### src/rtl/alu_share_arbiter_if.sv
// alu_share_arbiter_if: requester op/response channels plus the registered ALU port of the shared-ALU arbiter.
interface alu_share_arbiter_if #(
    parameter int WIDTH  = 32,
    parameter int CTRL_W = 6
);
    logic [1:0]          req_valid;
    logic [1:0]          req_ready;
    logic [2*WIDTH-1:0]  req_num1;
    logic [2*WIDTH-1:0]  req_num2;
    logic [2*CTRL_W-1:0] req_ctrl;
    logic [1:0]          rsp_valid;
    logic [1:0]          rsp_ready;
    logic [WIDTH-1:0]    rsp_res;
    logic                rsp_zero;
    logic [WIDTH-1:0]    alu_num1;
    logic [WIDTH-1:0]    alu_num2;
    logic [CTRL_W-1:0]   alu_ctrl;
    logic [WIDTH-1:0]    alu_res;
    logic                alu_zero;
    logic                busy;

    modport slave (
        input  req_valid, req_num1, req_num2, req_ctrl, rsp_ready, alu_res, alu_zero,
        output req_ready, rsp_valid, rsp_res, rsp_zero, alu_num1, alu_num2, alu_ctrl, busy
    );

    modport master (
        output req_valid, req_num1, req_num2, req_ctrl, rsp_ready, alu_res, alu_zero,
        input  req_ready, rsp_valid, rsp_res, rsp_zero, alu_num1, alu_num2, alu_ctrl, busy
    );
endinterface

### src/rtl/alu_share_arbiter.sv
// alu_share_arbiter: round-robin time-sharing of one combinational ALU between two requesters,
// with registered operands, a programmable settle time and a held response.
module alu_share_arbiter #(
    parameter int WIDTH  = 32,
    parameter int CTRL_W = 6,
    parameter int SETTLE = 1
) (
    input logic clk,
    input logic rst_n,
    alu_share_arbiter_if.slave bus
);
    localparam logic [1:0] IDLE = 2'd0;
    localparam logic [1:0] EXEC = 2'd1;
    localparam logic [1:0] RESP = 2'd2;
    localparam logic [3:0] CNT_LOAD = 4'(SETTLE - 1);

    logic [1:0]        state;
    logic              last_grant;
    logic              owner;
    logic [3:0]        cnt;
    logic              grant;
    logic              take;
    logic [1:0]        rsp_valid;
    logic [WIDTH-1:0]  rsp_res;
    logic              rsp_zero;
    logic [WIDTH-1:0]  alu_num1;
    logic [WIDTH-1:0]  alu_num2;
    logic [CTRL_W-1:0] alu_ctrl;

    // Prefer the requester that did not win last time; fall back to whichever is valid.
    assign grant = bus.req_valid[~last_grant] ? ~last_grant : last_grant;
    assign take  = rst_n && state == IDLE && |bus.req_valid;

    assign bus.req_ready = take ? 2'(2'b01 << grant) : 2'b00;
    assign bus.rsp_valid = rsp_valid;
    assign bus.rsp_res   = rsp_res;
    assign bus.rsp_zero  = rsp_zero;
    assign bus.alu_num1  = alu_num1;
    assign bus.alu_num2  = alu_num2;
    assign bus.alu_ctrl  = alu_ctrl;
    assign bus.busy      = state != IDLE;

    always_ff @(posedge clk or negedge rst_n) begin
        if (!rst_n) begin
            state      <= IDLE;
            last_grant <= 1'b1;
            owner      <= 1'b0;
            cnt        <= '0;
            rsp_valid  <= '0;
            rsp_res    <= '0;
            rsp_zero   <= 1'b0;
            alu_num1   <= '0;
            alu_num2   <= '0;
            alu_ctrl   <= '0;
        end else begin
            case (state)
                IDLE: if (take) begin
                    alu_num1 <= grant ? bus.req_num1[2*WIDTH-1:WIDTH]   : bus.req_num1[WIDTH-1:0];
                    alu_num2 <= grant ? bus.req_num2[2*WIDTH-1:WIDTH]   : bus.req_num2[WIDTH-1:0];
                    alu_ctrl <= grant ? bus.req_ctrl[2*CTRL_W-1:CTRL_W] : bus.req_ctrl[CTRL_W-1:0];
                    owner    <= grant;
                    cnt      <= CNT_LOAD;
                    state    <= EXEC;
                end
                EXEC: if (cnt == '0) begin
                    rsp_res   <= bus.alu_res;
                    rsp_zero  <= bus.alu_zero;
                    rsp_valid <= 2'(2'b01 << owner);
                    state     <= RESP;
                end else begin
                    cnt <= cnt - 4'd1;
                end
                RESP: if (bus.rsp_ready[owner]) begin
                    rsp_valid  <= '0;
                    last_grant <= owner;
                    state      <= IDLE;
                end
                default: state <= IDLE;
            endcase
        end
    end
endmodule

### src/flat_wrapper.sv
// flat-port wrapper written by rule: the top's interface ports become plain ports
module alu_share_arbiter_flat 
#(
    parameter int WIDTH  = 32,
    parameter int CTRL_W = 6,
    parameter int SETTLE = 1
)
  (clk, rst_n, bus_req_valid, bus_req_num1, bus_req_num2, bus_req_ctrl, bus_rsp_ready, bus_alu_res, bus_alu_zero, bus_req_ready, bus_rsp_valid, bus_rsp_res, bus_rsp_zero, bus_alu_num1, bus_alu_num2, bus_alu_ctrl, bus_busy);
  alu_share_arbiter_if #(.WIDTH(WIDTH), .CTRL_W(CTRL_W)) bus_i ();
  input logic clk;
  input logic rst_n;
  input wire logic [$bits(bus_i.req_valid)-1:0] bus_req_valid;
  input wire logic [$bits(bus_i.req_num1)-1:0] bus_req_num1;
  input wire logic [$bits(bus_i.req_num2)-1:0] bus_req_num2;
  input wire logic [$bits(bus_i.req_ctrl)-1:0] bus_req_ctrl;
  input wire logic [$bits(bus_i.rsp_ready)-1:0] bus_rsp_ready;
  input wire logic [$bits(bus_i.alu_res)-1:0] bus_alu_res;
  input wire logic [$bits(bus_i.alu_zero)-1:0] bus_alu_zero;
  output wire logic [$bits(bus_i.req_ready)-1:0] bus_req_ready;
  output wire logic [$bits(bus_i.rsp_valid)-1:0] bus_rsp_valid;
  output wire logic [$bits(bus_i.rsp_res)-1:0] bus_rsp_res;
  output wire logic [$bits(bus_i.rsp_zero)-1:0] bus_rsp_zero;
  output wire logic [$bits(bus_i.alu_num1)-1:0] bus_alu_num1;
  output wire logic [$bits(bus_i.alu_num2)-1:0] bus_alu_num2;
  output wire logic [$bits(bus_i.alu_ctrl)-1:0] bus_alu_ctrl;
  output wire logic [$bits(bus_i.busy)-1:0] bus_busy;
  assign bus_i.req_valid = bus_req_valid;
  assign bus_i.req_num1 = bus_req_num1;
  assign bus_i.req_num2 = bus_req_num2;
  assign bus_i.req_ctrl = bus_req_ctrl;
  assign bus_i.rsp_ready = bus_rsp_ready;
  assign bus_i.alu_res = bus_alu_res;
  assign bus_i.alu_zero = bus_alu_zero;
  assign bus_req_ready = bus_i.req_ready;
  assign bus_rsp_valid = bus_i.rsp_valid;
  assign bus_rsp_res = bus_i.rsp_res;
  assign bus_rsp_zero = bus_i.rsp_zero;
  assign bus_alu_num1 = bus_i.alu_num1;
  assign bus_alu_num2 = bus_i.alu_num2;
  assign bus_alu_ctrl = bus_i.alu_ctrl;
  assign bus_busy = bus_i.busy;
  alu_share_arbiter #(.WIDTH(WIDTH), .CTRL_W(CTRL_W), .SETTLE(SETTLE)) u_core (.clk(clk), .rst_n(rst_n), .bus(bus_i));
endmodule
### config.mk
export PLATFORM = sky130hd
export DESIGN_NAME = alu_share_arbiter_flat
export DESIGN_NICKNAME = d
export VERILOG_FILES = /design/src/rtl/alu_share_arbiter_if.sv /design/src/rtl/alu_share_arbiter.sv /design/src/flat_wrapper.sv
export SDC_FILE = /design/constraint.sdc
export NUM_CORES = 1
export LEC_CHECK = 0
export BUFFER_PORTS_ARGS = -buffer_cell sky130_fd_sc_hd__buf_2
export CORE_ASPECT_RATIO = 0.75
export CORE_MARGIN = 1.5
export CORE_UTILIZATION = 30
export CTS_CLUSTER_DIAMETER = 120
export CTS_CLUSTER_SIZE = 14
export DETAILED_ROUTE_END_ITERATION = 10
export GPL_TIMING_DRIVEN = 0
export PLACE_DENSITY_LB_ADDON = 0.15
export SLEW_MARGIN = 20
export SYNTH_ARGS = -nofsm -noshare
export SYNTH_HDL_FRONTEND = slang
export SYNTH_SLANG_ARGS = --single-unit
export TNS_END_PERCENT = 50
### constraint.sdc
create_clock -name clk -period 4.7 [get_ports clk]
set_input_delay 0.705 -clock clk [delete_from_list [all_inputs] [get_ports clk]]
set_output_delay 0.705 -clock clk [all_outputs]
set_load 0.005 [all_outputs]
# Yosys cells after proc, flatten, opt, wreduce, memory -nomap -nowiden
# Index checks and enable logic that the tools add are counted.
[classes] addsub=1 magnitude_cmp=2 eq_ne=6 n_shift=2 muxes=18 n_bitwise=1 n_reduce_logical=14
[ops] operator="$mux 32" n=2
[ops] operator="$mux 2" n=5
[ops] operator="$reduce_and 3->1" n=3
[ops] operator="$mux 4" n=2
[ops] operator="$pmux 4 s2" n=1
[ops] operator="$mux 6" n=1
[ops] operator="$ne 2x1->1 const B" n=3
[ops] operator="$pmux 2 s3" n=1
[ops] operator="$reduce_and 2->1" n=3
[ops] operator="$reduce_bool 2->1" n=3
[ops] operator="$mux 1" n=5
[ops] operator="$logic_not 4->1" n=1
[ops] operator="$lt 1x2->1 const B" n=2
[ops] operator="$pmux 2 s2" n=1
[ops] operator="$shl 1x1->2 const A" n=2
[ops] operator="$sub 4x1->4 const B" n=1
[ops] operator="$eq 2x1->1 const B" n=1
[ops] operator="$eq 2x2->1 const B" n=1
[ops] operator="$logic_and 1x1->1" n=2
[ops] operator="$logic_not 2->1" n=1
[ops] operator="$ne 2x2->1 const B" n=1
[ops] operator="$reduce_or 2->1" n=1
[ops] operator="$not 1->1" n=1
[totals] register_bits=113 input_bits=179

# Depth between registers and ports, before layout
# Gate-level depths: netlist of the first run.
[depth] ltp_word=6 mapped_depth=7 ltp_nobuf=5

# Worst setup path before layout of the first run
# Ideal clock, no wire load.
[synth_timing] path_type="input to output" startpoint="input port rst_n" endpoint="output port bus_req_ready[1]" t_arrival_ns=1.547 t_required_ns=3.995 setup_slack_ns=2.448 cell_stages=4 path_cell_list="nor3b_1 -> and3_1 -> clkbuf_1 -> buf_2"
[synth_via] elab_chain_cells=3
[synth_rtl] item="start: declaration" line="flat_wrapper.sv:11" rtl="input logic rst_n;"
[synth_rtl] item="$logic_and 1x1->1 (2 in a row)" line="alu_share_arbiter.sv:32" rtl="assign take = rst_n && state == IDLE && |bus.req_valid;"
[synth_rtl] item="$mux 2" line="alu_share_arbiter.sv:34" rtl="assign bus.req_ready = take ? 2'(2'b01 << grant) : 2'b00;"
[synth_rtl] item="end: declaration" line="flat_wrapper.sv:19" rtl="output wire logic [$bits(bus_i.req_ready)-1:0] bus_req_ready;"
# Every way passes these cells.

# Worst setup path after layout of the first run
# Ends and elaborated chain as after synthesis.

==> impl_metrics.json, run 1 <==
{
  "initial_core_util_pct": 31.0,
  "totalWireLength_um": 16300,
  "synth_area_leaders": "dfrtp_1, a221o_1, a21boi_0",
  "cts-root-buf": "clkbuf_16",
  "cts-hold-fix-buffers": 0,
  "path_clk_slew_ps": 60,
  "r2r_start": "u_core.state[0]",
  "gp_congestion": 0.796,
  "post-cts-setup-buffers": 0,
  "die-width_um": 152,
  "coreArea_um2": 16200,
  "hold_slack_ps": 255,
  "drive_gt1_share_pct": 55.8,
  "path_class": "in2out",
  "fin_util_pct": 45.3,
  "pre_cts_slack_ps": 573,
  "status": "finished, final reports clean",
  "cts_tree": "built",
  "dp_cells": 863,
  "synth_area_um2": 5030,
  "cp.required_ps": 3990,
  "layout.cells.non_filler": 895,
  "synth_top_area_share_pct": 55.7,
  "clock-sinks": 113,
  "hold_viol_final": 0,
  "finalSetupViolCount": 0,
  "numPortBuffers": 286,
  "ys_ff_latch": 113,
  "cp_max_fo": 58,
  "drtPass1Iterations": 4,
  "yosysWarnings": 0,
  "worst_pin_slew_ps": 774,
  "internal_power_mw": 3.33,
  "tns_ps": 0,
  "hold_class": "in2async",
  "clock_tree.buffer_depth": 2,
  "switching_share_pct": 30.6,
  "drt_iter0_markers": 203,
  "powerDensity_nw_per_um2": 653,
  "cts_buffers": 17,
  "period_share_pct": 85.5,
  "track_usage_pct": 18.6,
  "finalWorstSetupSlack_ps": 681,
  "synth.distinct_cells": 33,
  "cts_resized": 0,
  "synth_top_area_cell": "dfrtp_1",
  "pwr-share-clk_pct": 26.8,
  "fmax_ghz": 0.249,
  "avgSynthCellArea_um2": 13.7,
  "rsz0062_at_grt": "false",
  "p_leak_nw": 3.81,
  "postSynthCellCount": 366,
  "vdd_drop_max_mv": 0.207,
  "switchingPower_mw": 1.47,
  "cp-end-kind": "primary output",
  "synthToLayoutAreaGrowth_pct": 46.1,
  "antenna_found_initial": 0,
  "nNetsFinal": 853,
  "pwr-share-comb_pct": 38.0,
  "dieArea_um2": 17600,
  "min_period_ps": 4020,
  "drc": 0,
  "relSlewSlack_pct": 48.3,
  "worst_ep_arrival_time_ps": 3310,
  "grt_max_degree": 59,
  "post_drt_wl_per_cell_um": 18.2,
  "num_rows": 40,
  "cp-start-kind": "input pin",
  "num_io_pins": 287,
  "synth.net_count": 547,
  "drt.antenna.violating_nets": 0,
  "ys_seq_area_share_pct": 56.3,
  "hpwl_um": 11900,
  "diodes": 0,
  "htree_levels": 4,
  "viasPerCell": 5.01,
  "grt_pass1_wl_um": 25400,
  "cp-startpoint": "rst_n",
  "drv_cap": 0,
  "grt_remaining_overflow": 0,
  "grt_pass1_vias": 4700,
  "vias": 4486,
  "die_h_um": 115,
  "clk_latency_ps": 410,
  "drv_slew": 0,
  "clock_skew_ps": 7.00,
  "seq_power_share_pct": 35.2
}
-- power groups by stage --
stage                     clock network, mW  logic, mW  registers, mW
after global placement                    0       1.81           1.68
after global routing                   1.36       2.00           1.75
after CTS                              1.31       1.85           1.69
after detailed placement                  0       1.85           1.69
final                                  1.29       1.82           1.69
after floorplan                           0       1.02           1.71
-- logic make-up after synthesis --
kind of cell             share of synthesized area [%]
multiplexers                                      9.83
buffers and inverters                             4.63
AO/OA/AOI/OAI                                     26.3
AND/OR/NAND/NOR                                   2.49
adder cells (fa/ha/maj)                          0.498
flip-flops                                        56.3
-- worst max-delay path, cell delays in order --
cell and delay (ps):
buf_6 420, buf_16 330, nor3b_1 680, and3_1 270, clkbuf_1 410, buf_2 320
buf_2 150
-- routing by layer --
layer / wire length, µm / part of all wire (%) / global-route usage (%) / vias up
met5: 0 / 0 / 0 / -
met4: 241 / 1.5 / 6.67 / 0
met3: 1480 / 9.0 / 7.69 / 20
met2: 7630 / 47 / 29.5 / 207
met1: 6980 / 43 / 23.1 / 2216
li1: - / - / - / 2043
-- state kept, by name, indices dropped and copies added, names as in the netlist --
register	cells
u_core.cnt	4
u_core.bus.alu_num1	32
u_core.bus.alu_num2	32
u_core.owner	1
u_core.bus.rsp_valid	2
u_core.last_grant	1
u_core.state	2
u_core.bus.rsp_zero	1
u_core.bus.alu_ctrl	6
u_core.bus.rsp_res	32
-- cells in the final DEF (no fill, tap or decap), types with 2 or more instances in the layout --
cell and count:
bufinv_16 2, a21oi_1 3, buf_6 2, buf_2 307, clkbuf_1 11, and3_1 2
o21ai_0 6, or2_2 2, ha_1 2, nand2b_1 2, dfrtp_1 112, inv_1 5
nor2_1 2, clkbuf_8 4, clkbuf_16 17, clkinvlp_4 3, a21boi_0 70, nand3b_1 3
nand2_1 2, buf_12 2, clkinv_2 5, mux2_4 27, a22oi_1 3, a221o_1 70
mux2_2 7
-- cell type report --
| type | instances | area (µm²) |
|---|---|---|
| Clock inverter | 10 | 108 |
| Sequential cell | 113 | 2830 |
| Timing Repair Buffer | 287 | 1470 |
| Clock buffer | 22 | 484 |
| Multi-Input combinational cell | 212 | 1970 |
| Fill cell | 1544 | 8870 |
| Tap cell | 210 | 263 |
| Buffer | 36 | 214 |
| Inverter | 5 | 18.8 |
-- metrics by stage --
stage	cell area (µm²)	power, mW
2_1_floorplan	5030	2.73
3_3_place_gp	6720	3.49
3_5_place_dp	6760	3.53
4_1_cts	7350	4.85
5_1_grt	7350	5.12
6_report	7350	4.80
-- cells in the mapped netlist --
cell / n
dfrtp_1: 112
a21boi_0: 70
a221o_1: 70
mux2_4: 27
buf_2: 22
clkbuf_1: 10
mux2_2: 7
o21ai_0: 6
inv_1: 5
a21oi_1: 3
a22oi_1: 3
nand3b_1: 3
and3_1: 2
buf_12: 2
ha_1: 2
nand2_1: 2
nand2b_1: 2
nor2_1: 2
or2_2: 2
a221oi_1: 1
a22o_1: 1
a41o_1: 1
buf_6: 1
buf_8: 1
dfstp_2: 1
mux2i_1: 1
nand3_1: 1
nor2b_1: 1
nor3b_1: 1
or2_1: 1
or3_1: 1
or3b_4: 1
or4_1: 1
-- final timing paths --
check	cells past startpoint	endpoint	slack, ps
setup reg to reg	5	u_core.bus.alu_num2[30]	2310
hold / removal	1	u_core.bus.rsp_res[30]	250
max in group asynchronous	2	u_core.bus.alu_num2[11]	3750
min in group clk	2	u_core.last_grant	490
setup / recovery	7	bus_req_ready[1]	680
hold reg to reg	2	u_core.last_grant	490
Power figures use the tool's default switching activity.
==> run 2: changes to the inputs <==
--- a/config.mk
+++ b/config.mk
@@ -9,6 +9,7 @@
 export CORE_ASPECT_RATIO = 0.75
 export CORE_MARGIN = 1.5
 export CORE_UTILIZATION = 30
+export CTS_BUF_LIST = sky130_fd_sc_hd__clkbuf_4 sky130_fd_sc_hd__clkbuf_8
 export CTS_CLUSTER_DIAMETER = 120
 export CTS_CLUSTER_SIZE = 14
 export DETAILED_ROUTE_END_ITERATION = 10
==> run 2 against run 1 <==
Critical path depth did not move. Worst setup slack got worse by 31 ps. Final area fell by 2.6%. Non-clock buffer count did not move. Power fell by 7.2%. Final cell count did not move. First-iteration DRC count rose by 13%. Global-route usage barely moved. Die area did not move. Clock power fell by 27%. Sequential share of layout area rose by 1.0 points. Clock skew rose by 1.1 ps. Critical endpoint unchanged. Largest power group unchanged. Highest routed layer unchanged.
==> impl_metrics.json, run 2 (same netlist as run 1, synthesis figures left out) <==
{
  "max_stage_delay_ps": 680,
  "vdd_drop_max_mv": 0.205,
  "cts-hold-fix-buffers": 0,
  "vias": 4517,
  "cp_common_cell": "buf_2",
  "worst_ep_arrival_time_ps": 3350,
  "grt_max_degree": 59,
  "antenna_found_initial": 0,
  "cts_buffers": 17,
  "p_leak_nw": 3.73,
  "min_period_ps": 4050,
  "totalWireLength_um": 16400,
  "endpoint": "bus_req_ready[1]",
  "fmax_ghz": 0.247,
  "die_h_um": 115,
  "drv_cap": 0,
  "track_usage_pct": 18.7,
  "nNetsFinal": 853,
  "dp_cells": 863,
  "final_common_cell": "buf_2",
  "status": "finished, final reports clean",
  "grt_remaining_overflow": 0,
  "relSlewSlack_pct": 48.6,
  "pre_cts_slack_ps": 573,
  "worst_pin_slew_ps": 770,
  "tns_ps": 0,
  "reg2reg_depth": 5,
  "cp-startpoint": "rst_n",
  "synthToLayoutAreaGrowth_pct": 42.4,
  "crit_slowest_cell": "nor3b_1",
  "grt_pass1_wl_um": 25300,
  "drt_iter0_markers": 229,
  "reg2reg_to": "u_core.bus.alu_num2[30]",
  "internal_power_mw": 3.02,
  "diodes": 0,
  "viasPerCell": 5.05,
  "hold_viol_final": 0,
  "layout_common_cells": "buf_2, dfrtp_1, a21boi_0, a221o_1, mux2_4",
  "initial_core_util_pct": 31.0,
  "cts_resized": 0,
  "pwr-share-comb_pct": 41.0,
  "cp.required_ps": 3990,
  "drtPass1Iterations": 4,
  "seq_power_share_pct": 37.9,
  "coreArea_um2": 16200,
  "clock_skew_ps": 8.13,
  "die-width_um": 152,
  "htree_levels": 4,
  "hold_class": "in2async",
  "period_share_pct": 86.2,
  "numPortBuffers": 286,
  "drv_slew": 0,
  "cp-end-kind": "primary output",
  "r2r_start": "u_core.state[0]",
  "clock-sinks": 113,
  "reg_top3": "u_core.bus.alu_num1 (32), u_core.bus.alu_num2 (32), u_core.bus.rsp_res (32)",
  "layout.cells.non_filler": 895,
  "grt_pass1_vias": 4690,
  "finalSetupViolCount": 0,
  "cts-root-buf": "clkbuf_8",
  "num_io_pins": 287,
  "num_rows": 40,
  "switching_share_pct": 32.0,
  "gp_congestion": 0.796,
  "cp_max_fo": 58,
  "r2r_setup_slack_ps": 2270,
  "post_drt_wl_per_cell_um": 18.3,
  "rsz0062_at_grt": "false",
  "dieArea_um2": 17600,
  "finalWorstSetupSlack_ps": 650,
  "drt.antenna.violating_nets": 0,
  "p_total_mw": 4.45,
  "path_clk_slew_ps": 70,
  "pwr-share-clk_pct": 21.1,
  "drive_gt1_share_pct": 55.9,
  "path_class": "in2out",
  "cp-start-kind": "input pin",
  "cts_tree": "built",
  "switchingPower_mw": 1.43,
  "clock_tree.buffer_depth": 2,
  "post-cts-setup-buffers": 0,
  "clk_latency_ps": 440,
  "powerDensity_nw_per_um2": 622,
  "drc": 0,
  "path_cells": "buf_6, buf_16, nor3b_1, and3_1, clkbuf_1, buf_2, buf_2",
  "hpwl_um": 11900
}
## run 2: cell counts in the layout (fill, tap and decap cells not counted)
Identical to the previous run, type by type.
## run 2: metrics by stage
stage	util (%)	hold WS (ps)	area, µm²
after global placement	41.5	478	6720
after global routing	44.2	237	7160
after CTS	44.2	216	7160
final	44.2	214	7160
after detailed placement	41.7	480	6760
after floorplan	-	409	5030
## run 2: layout make-up
| class | instances | area [µm²] |
|---|---|---|
| timing repair buffer | 287 | 1470 |
| fill | 1569 | 9060 |
| multi-input combinational | 212 | 1970 |
| buffer | 36 | 214 |
| tap | 210 | 263 |
| sequential | 113 | 2830 |
| clock buffer | 22 | 297 |
| inverter | 5 | 18.8 |
| clock inverter | 10 | 108 |
## run 2: power by group through the flow
stage	clock network [mW]	registers, mW	logic, mW
after floorplan	0	1.71	1.02
after global placement	0	1.68	1.81
after detailed placement	0	1.69	1.85
after CTS	0.968	1.69	1.85
after global routing	1.02	1.75	2.00
final	0.941	1.69	1.82
## run 2: metal layers
metal | vias up | part of all wire [%] | global-route usage (%)
li1 | 2041 | - | -
met4 | 0 | 1.9 | 6.67
met2 | 213 | 46 | 29.5
met3 | 28 | 9.3 | 8.03
met1 | 2235 | 42 | 23.0
met5 | - | 0 | 0
## run 2: worst min path at each step
stage / startpoint / to / slack [ps]
floorplan: rst_n / u_core.bus.alu_ctrl[0] / 410
global placement: u_core.last_grant / u_core.last_grant / 480
detailed placement: u_core.last_grant / u_core.last_grant / 480
CTS: rst_n / u_core.bus.rsp_res[30] / 220
global route: rst_n / u_core.bus.rsp_res[30] / 240
finish: rst_n / u_core.bus.rsp_res[30] / 210
## run 2: critical path: cells and delay by family
family                 cells  cell delay [ps]
buffers and inverters      5             1660
AND/OR/NAND/NOR            2              950
